[src/rtl/x_corr_feeder.sv]
// Window buffer that loads LENGTH I/Q sample pairs and streams them to x_corr over AXI-Stream.
// Optional X_CORR_FEEDER_REPLAY_EN: after a stream, return to FULL so each start replays the window.
module x_corr_feeder #(
  parameter int unsigned SAMPLE_BITS         = 8,
  parameter int unsigned LENGTH              = 16,
  parameter int unsigned LENGTH_COUNTER_BITS = 4
) (
  input  logic                           clk,
  input  logic                           reset,
  input  logic                           load_valid,
  output logic                           load_ready,
  input  logic [SAMPLE_BITS-1:0]         load_xi,
  input  logic [SAMPLE_BITS-1:0]         load_xq,
  input  logic [SAMPLE_BITS-1:0]         load_yi,
  input  logic [SAMPLE_BITS-1:0]         load_yq,
  input  logic                           start,
  output logic                           m_axis_tvalid,
  input  logic                           m_axis_tready,
  output logic [SAMPLE_BITS-1:0]         xi,
  output logic [SAMPLE_BITS-1:0]         xq,
  output logic [SAMPLE_BITS-1:0]         yi,
  output logic [SAMPLE_BITS-1:0]         yq,
  output logic                           m_axis_tlast,
  output logic [LENGTH_COUNTER_BITS:0]   index,
  output logic                           busy,
  output logic                           done
);

  localparam int unsigned PTR_W  = LENGTH_COUNTER_BITS + 1;
  localparam int unsigned ADDR_W = LENGTH_COUNTER_BITS;
  localparam int unsigned WORD_W = 4 * SAMPLE_BITS;
  localparam logic [PTR_W-1:0] LAST_PTR = PTR_W'(LENGTH - 1);
  localparam logic [PTR_W-1:0] FULL_PTR = PTR_W'(LENGTH);

  typedef enum logic [2:0] {
    S_IDLE,
    S_LOAD,
    S_FULL,
    S_STREAM,
    S_DONE
  } state_t;

  state_t             state_q, state_d;
  logic [PTR_W-1:0]   wr_ptr_q, wr_ptr_d;
  logic [PTR_W-1:0]   rd_ptr_q, rd_ptr_d;
  logic [PTR_W-1:0]   rd_inc;
  logic [WORD_W-1:0]  word_q, word_d;
  logic               tvalid_q, tvalid_d;
  logic               tlast_q, tlast_d;
  logic               busy_q, busy_d;
  logic               done_q, done_d;
  logic               ready_q, ready_d;
  logic               load_fire;
  logic               out_fire;

  logic [WORD_W-1:0]  buffer [LENGTH];

  assign load_fire = load_valid & ready_q;
  assign out_fire  = tvalid_q & m_axis_tready;
  assign rd_inc    = rd_ptr_q + PTR_W'(1);

  // Sample storage; deliberately not reset, contents are don't-care until reloaded
  always_ff @(posedge clk) begin
    if (load_fire) begin
      buffer[wr_ptr_q[ADDR_W-1:0]] <= {load_xi, load_xq, load_yi, load_yq};
    end
  end

  // State and registered outputs
  always_ff @(posedge clk or posedge reset) begin
    if (reset) begin
      state_q  <= S_IDLE;
      wr_ptr_q <= '0;
      rd_ptr_q <= '0;
      word_q   <= '0;
      tvalid_q <= 1'b0;
      tlast_q  <= 1'b0;
      busy_q   <= 1'b0;
      done_q   <= 1'b0;
      ready_q  <= 1'b0;
    end else begin
      state_q  <= state_d;
      wr_ptr_q <= wr_ptr_d;
      rd_ptr_q <= rd_ptr_d;
      word_q   <= word_d;
      tvalid_q <= tvalid_d;
      tlast_q  <= tlast_d;
      busy_q   <= busy_d;
      done_q   <= done_d;
      ready_q  <= ready_d;
    end
  end

  // Next-state and next-output logic; outputs are computed from the next state so they stay registered
  always_comb begin
    state_d  = state_q;
    wr_ptr_d = wr_ptr_q;
    rd_ptr_d = rd_ptr_q;
    word_d   = word_q;
    tvalid_d = tvalid_q;
    tlast_d  = tlast_q;
    done_d   = 1'b0;

    case (state_q)
      S_IDLE: begin
        if (load_fire) begin
          wr_ptr_d = wr_ptr_q + PTR_W'(1);
          state_d  = S_LOAD;
        end
      end
      S_LOAD: begin
        if (load_fire) begin
          wr_ptr_d = wr_ptr_q + PTR_W'(1);
          if (wr_ptr_q == LAST_PTR) begin
            state_d = S_FULL;
          end
        end
      end
      S_FULL: begin
        if (start) begin
          state_d  = S_STREAM;
          rd_ptr_d = '0;
          word_d   = buffer[0];
          tvalid_d = 1'b1;
          tlast_d  = 1'b0;
        end
      end
      S_STREAM: begin
        if (out_fire) begin
          if (tlast_q) begin
            state_d  = S_DONE;
            rd_ptr_d = '0;
            tvalid_d = 1'b0;
            tlast_d  = 1'b0;
            done_d   = 1'b1;
          end else begin
            rd_ptr_d = rd_inc;
            word_d   = buffer[rd_inc[ADDR_W-1:0]];
            tlast_d  = (rd_inc == LAST_PTR);
          end
        end
      end
      S_DONE: begin
`ifdef X_CORR_FEEDER_REPLAY_EN
        state_d  = S_FULL;
`else
        state_d  = S_IDLE;
        wr_ptr_d = '0;
`endif
      end
      default: begin
        state_d  = S_IDLE;
        wr_ptr_d = '0;
        rd_ptr_d = '0;
        tvalid_d = 1'b0;
        tlast_d  = 1'b0;
      end
    endcase

    busy_d  = (state_d == S_STREAM);
    ready_d = ((state_d == S_IDLE) || (state_d == S_LOAD)) && (wr_ptr_d < FULL_PTR);
  end

  assign load_ready    = ready_q;
  assign m_axis_tvalid = tvalid_q;
  assign m_axis_tlast  = tlast_q;
  assign index         = rd_ptr_q;
  assign busy          = busy_q;
  assign done          = done_q;
  assign xi            = word_q[4*SAMPLE_BITS-1 -: SAMPLE_BITS];
  assign xq            = word_q[3*SAMPLE_BITS-1 -: SAMPLE_BITS];
  assign yi            = word_q[2*SAMPLE_BITS-1 -: SAMPLE_BITS];
  assign yq            = word_q[SAMPLE_BITS-1 -: SAMPLE_BITS];

endmodule

[config.mk]
export PLATFORM = sky130hd
export DESIGN_NAME = x_corr_feeder
export DESIGN_NICKNAME = d
export VERILOG_FILES = /design/src/rtl/x_corr_feeder.sv
export SDC_FILE = /design/constraint.sdc
export NUM_CORES = 1
export LEC_CHECK = 0
export ABC_AREA = 1
export ABC_CLOCK_PERIOD_IN_PS = 3000
export CAP_MARGIN = 40
export CORE_MARGIN = 2
export CORE_UTILIZATION = 30
export DETAILED_ROUTE_END_ITERATION = 7
export PLACE_DENSITY_LB_ADDON = 0.08
export REMOVE_ABC_BUFFERS = 1
export SLEW_MARGIN = 20
export SYNTH_ARGS = -nofsm -noshare
export SYNTH_HDL_FRONTEND = slang
export SYNTH_SLANG_ARGS = --single-unit
[constraint.sdc]
create_clock -name clk -period 3 [get_ports clk]
set_input_delay 0.3 -clock clk [delete_from_list [all_inputs] [get_ports clk]]
set_output_delay 0.3 -clock clk [all_outputs]
set_load 0.02 [all_outputs]
# Word-level counts from Yosys, hierarchy flattened
# Memory sizes are Yosys's and may differ from the RTL's.
# Cells that the tools add are included.
# Widths: inputs -> output; s select.
[totals] mem_bits_rw=512 in_bits=37 register_bits=50 n_memories=1 output_inout_bits=42 word_cells=69
[op_classes] order_cmp=1 n_bitwise=3 add_sub_neg=2 n_mux=30 n_eq_ne=12 n_reduce_logical=11
[mem_list] name="buffer" words=16 word_bits=32 read_ports=2 rd_clocked_by_memory_dff=0 write_ports=1 line="56" rtl="logic [WORD_W-1:0] buffer [LENGTH];"
[op_table] op="$mux 32" n=3
[op_table] op="$pmux 32 s2" n=1
[op_table] op="$mux 5" n=4
[op_table] op="$mux 3" n=6
[op_table] op="$pmux 5 s3" n=1
[op_table] op="$pmux 3 s4" n=1
[op_table] op="$mux 1" n=11
[op_table] op="$add 5x1->5 const B" n=2
[op_table] op="$eq 5x4->1 const B" n=2
[op_table] op="$pmux 5 s2" n=1
[op_table] op="$eq 3x2->1 const B" n=3
[op_table] op="$ne 2x2->1 const B" n=4
[op_table] op="$reduce_and 4->1" n=2
[op_table] op="$eq 3x1->1 const B" n=2
[op_table] op="$logic_not 3->1" n=2
[op_table] op="$pmux 1 s3" n=2
[op_table] op="$lt 5x5->1 const B" n=1
[op_table] op="$reduce_or 2->1" n=2
[op_table] op="$eq 3x3->1 const B" n=1
[op_table] op="$reduce_and 3->1" n=1
[op_table] op="$reduce_or 3->1" n=1
[op_table] op="$and 1x1->1" n=2
[op_table] op="$reduce_bool 2->1" n=1
[op_table] op="$logic_and 1x1->1" n=1
[op_table] op="2 further kinds" n=2

# Logic depth before layout (Yosys ltp)
[logic_depth] ltp_word=7 ltp_mapped=15 ltp_nobuf=10

# Least setup slack after synthesis
# No wires, ideal clock.
[synth_path] kind="reg-to-reg" startpoint="register ready_q, in the netlist load_ready" endpoint="memory buffer[0][0] (netlist bit), enable pin" arrival_time_ns=2.119 required_ns=2.579 period_less_slack_ns=2.540 path_buffers=0 slack_ns=0.460 setup_ns=0.421 stages_incl_launch_ff=5 path_cell_list="dfrtp_1 nand2_1 clkinv_1 nand2_1 nor2_1"
[synth_via] elab_chain_len=3
[synth_rtl] element="start, declared" line="52" rtl="logic ready_q, ready_d;"
[synth_rtl] element="start signal, assigned" line="90" rtl="ready_q <= ready_d;"
[synth_rtl] element="$and 1x1->1" line="58" rtl="assign load_fire = load_valid & ready_q;"
[synth_rtl] element="$mux 1" line="64" rtl="if (load_fire) begin"
[synth_rtl] element="$mux 1 (implied by the code)" line="65" rtl="buffer[wr_ptr_q[ADDR_W-1:0]] <= {load_xi, load_xq, load_yi, load_yq};"
[synth_rtl] element="end, declared" line="56"
# Every way passes these cells.

# Final worst setup path
[layout_path] startpoint="register rd_ptr_q[0], in the netlist index[0]" endpoint="output port index[0]"
[layout_lines] element="start, declared" line="45" rtl="logic [PTR_W-1:0] rd_ptr_q, rd_ptr_d;"
[layout_lines] element="start signal, assigned" line="84" rtl="rd_ptr_q <= rd_ptr_d;"
[layout_lines] element="end, declared" line="24" rtl="output logic [LENGTH_COUNTER_BITS:0] index,"
# No word-level cell between the ends.

==> reports/qor.csv <==
stage;metric;value;unit
floorplan;start_util;30.2;%
setup_path;crit_start;index[0];
hold_path;hold_class;input port to async pin;
global_routing;grt_pass1_vias;14900;
cts;cts_tree;done;
route;num_vias;14900;
setup_path;r2r-start;index[0];
cts;postCtsHoldBufs;0;
finish;layout_commonest_cell;nand2_1;
finish;drive_gt1_share;8.02;%
placement;portBuffers;78;
sta;max_freq;0.348;GHz
cts;cts_resized;0;
synth;synth_cell_types;30;
route;postRouteAntennaNets;0;
setup_path;crit_type;flip-flop to output port;
sta;finalCriticalPeriod;2.87;ns
synth;avgSynthCellArea;11.3;µm²
cts;cts_made_buffers;67;
placement;globalplace.congestion;0.715;
synth;syn_inst;2018;
global_routing;globalRouteOverflowTotal;0;
synth;syn_area;0.0228;mm²
route;drc;0;
sta;fin_crit_sh;95.7;%
cts;cts-root-buf;clkbuf_16;
finish;mostFrequentLayoutCells;766 x nand2_1, 512 x edfxtp_1, 424 x nand3_1;
cts;clk_latency;0.59;ns
route;wirelength;67.5;mm
sta;final-setup-viol-count;0;
sta;slew_headroom;20.8;%
cts;htreeDepth;3;
sta;worst_slew_pin_slew;1.19;ns
floorplan;core;0.0757;mm²
setup_path;critPathMaxFanout;175;
floorplan;fp.dieH;280;µm
route;dr.pass1.iters;6;
power;p_leak;9.94;nW
cts;clock_path_buffers;3;
finish;area_growth_syn_to_layout;19.3;%
route;drt-initial-drc-count;1059;
setup_path;crit_arrival;2.57;ns
floorplan;die_area;0.0784;mm²
placement;dpl.cell_count;3014;
sta;rsz0062_at_grt;false;
cts;cts_setup_buffers;0;
synth;yosysWarnings;0;
global_routing;grt_max_degree;201;
finish;n_antenna_cell;0;
placement;dp_hpwl;35.9;mm
global_routing;antenna_found_initial;0;
cts;clk_pin_slew;0.06;ns
floorplan;die_width;280;µm
run;cap_violations;0;
route;vias_per_cell;4.76;
power;vdd_drop_max;0.000740;V
cts;cts_num_sinks;562;
sta;fin_hold_ws;0.149;ns
floorplan;row_count;101;
sta;clock_skew;0.0196;ns
floorplan;ios;79;
synth;synth-seq-area-share;72.8;%
finish;nNetsFinal;2149;
global_routing;grt_pass1_wl;100;mm
sta;slew_viol_final;0;
global_routing;grt_usage;17.4;%
route;wl_per_cell;21.5;µm
sta;hold_viol;0;
finish;stdcell_count;3136;
power;p_per_area;979;mW/mm²
setup_path;endpoint_kind;output port;
setup_path;crit_required;2.70;ns
outcome;status;finished clean;
setup_path;setup.worst_path.start_class;flip-flop;
synth;ys_seq_elements;562;
worst max-delay path: stages (launching register included):
cell and delay [ns]:
dfrtp_4 0.48, buf_12 0.47, clkdlybuf4s50_1 0.76
logic make-up after synthesis:
family                   count (synthesis)  share of synthesized area, %
AO/OA/AOI/OAI                           13                         0.372
flip-flops                             562                          72.8
AND/OR/NAND/NOR                       1294                          23.7
XOR/XNOR                                 3                         0.148
buffers and inverters                  139                          2.61
adder cells (fa/ha/maj)                  7                         0.383
synthesized netlist by cell type:
| cell | instances | area, µm² |
|---|---|---|
| inv_2 | 4 | 15.0 |
| xnor2_1 | 1 | 8.76 |
| nand2_2 | 1 | 6.26 |
| edfxtp_1 | 512 | 15400 |
| o21ai_0 | 5 | 25.0 |
| ha_1 | 7 | 87.6 |
| nand2_1 | 767 | 2880 |
| nand4_1 | 1 | 6.26 |
| xor2_2 | 1 | 16.3 |
| inv_1 | 16 | 60.1 |
| and2_1 | 1 | 6.26 |
| nor4_1 | 2 | 12.5 |
| nor2_2 | 1 | 6.26 |
| buf_2 | 57 | 285 |
| nand3_1 | 424 | 2120 |
| nor2_1 | 92 | 345 |
| clkbuf_1 | 35 | 131 |
| xor2_1 | 1 | 8.76 |
| o21ai_4 | 1 | 16.3 |
| a41oi_1 | 1 | 8.76 |
| buf_1 | 25 | 93.8 |
| a31oi_1 | 1 | 6.26 |
| dfrtp_1 | 50 | 1250 |
| buf_4 | 1 | 7.51 |
| a21oi_1 | 2 | 10.0 |
| nor3_1 | 3 | 15.0 |
| clkinv_1 | 1 | 3.75 |
| and3_1 | 1 | 6.26 |
| nor2_4 | 1 | 11.3 |
| o22ai_1 | 3 | 18.8 |
per-layer routing:
metal	vias to the layer above	track usage (%)	wire length [µm]
met5	-	0	0
met4	0	5.24	1590
met3	95	2.29	2540
met2	267	29.3	32600
met1	7414	23.3	30800
li1	7166	-	-
worst paths after layout:
| check | depth (start not counted) | end | slack, ns |
|---|---|---|---|
| max | 2 | index[0] | 0.13 |
| min | 2 | word_q[9] | 0.15 |
| max reg2reg | 11 | word_q[31] | 0.61 |
| min reg2reg | 2 | word_q[3] | 0.48 |
| max in group asynchronous | 3 | index[0] | 2.16 |
| min in group clk | 3 | state_q[2] | 0.38 |
metrics by stage:
step | worst slack [ns] | utilization (%) | cell area (µm²) | setup TNS, ns | power [mW]
after global placement | 0.603 | 33.2 | 25100 | 0 | 19.2
after global routing | 0.0326 | 36.0 | 27300 | 0 | 28.4
final | 0.130 | 36.0 | 27300 | 0 | 26.7
after floorplan | -11.00 | - | 22300 | -381.76 | 15.4
after CTS | 0.0690 | 36.0 | 27300 | 0 | 27.2
after detailed placement | 0.575 | 33.2 | 25200 | 0 | 19.2
layout make-up:
cell class                 instances  area, µm²
sequential                       562      16600
fill                            7433      48400
clock inverter                    24        189
timing repair buffer             136       1440
inverter                          21       88.8
multi-input combinational       1317       5790
clock buffer                      98       1900
tap                              978       1220
flip-flops by register name, indices dropped and copies added, names as in the netlist:
register / flops
done: 1
m_axis_tvalid: 1
word_q: 32
buffer: 512
busy: 1
m_axis_tlast: 1
index: 5
state_q: 3
wr_ptr_q: 5
load_ready: 1
power breakdown:
| group | total [mW] | internal [mW] | switching [mW] |
|---|---|---|---|
| combinational | 9.05 | 2.91 | 6.15 |
| sequential | 9.82 | 9.44 | 0.372 |
| clock | 7.81 | 4.64 | 3.17 |
| total | 26.7 | 17.0 | 9.69 |
Note: power is estimated with default switching activity, not from simulation.
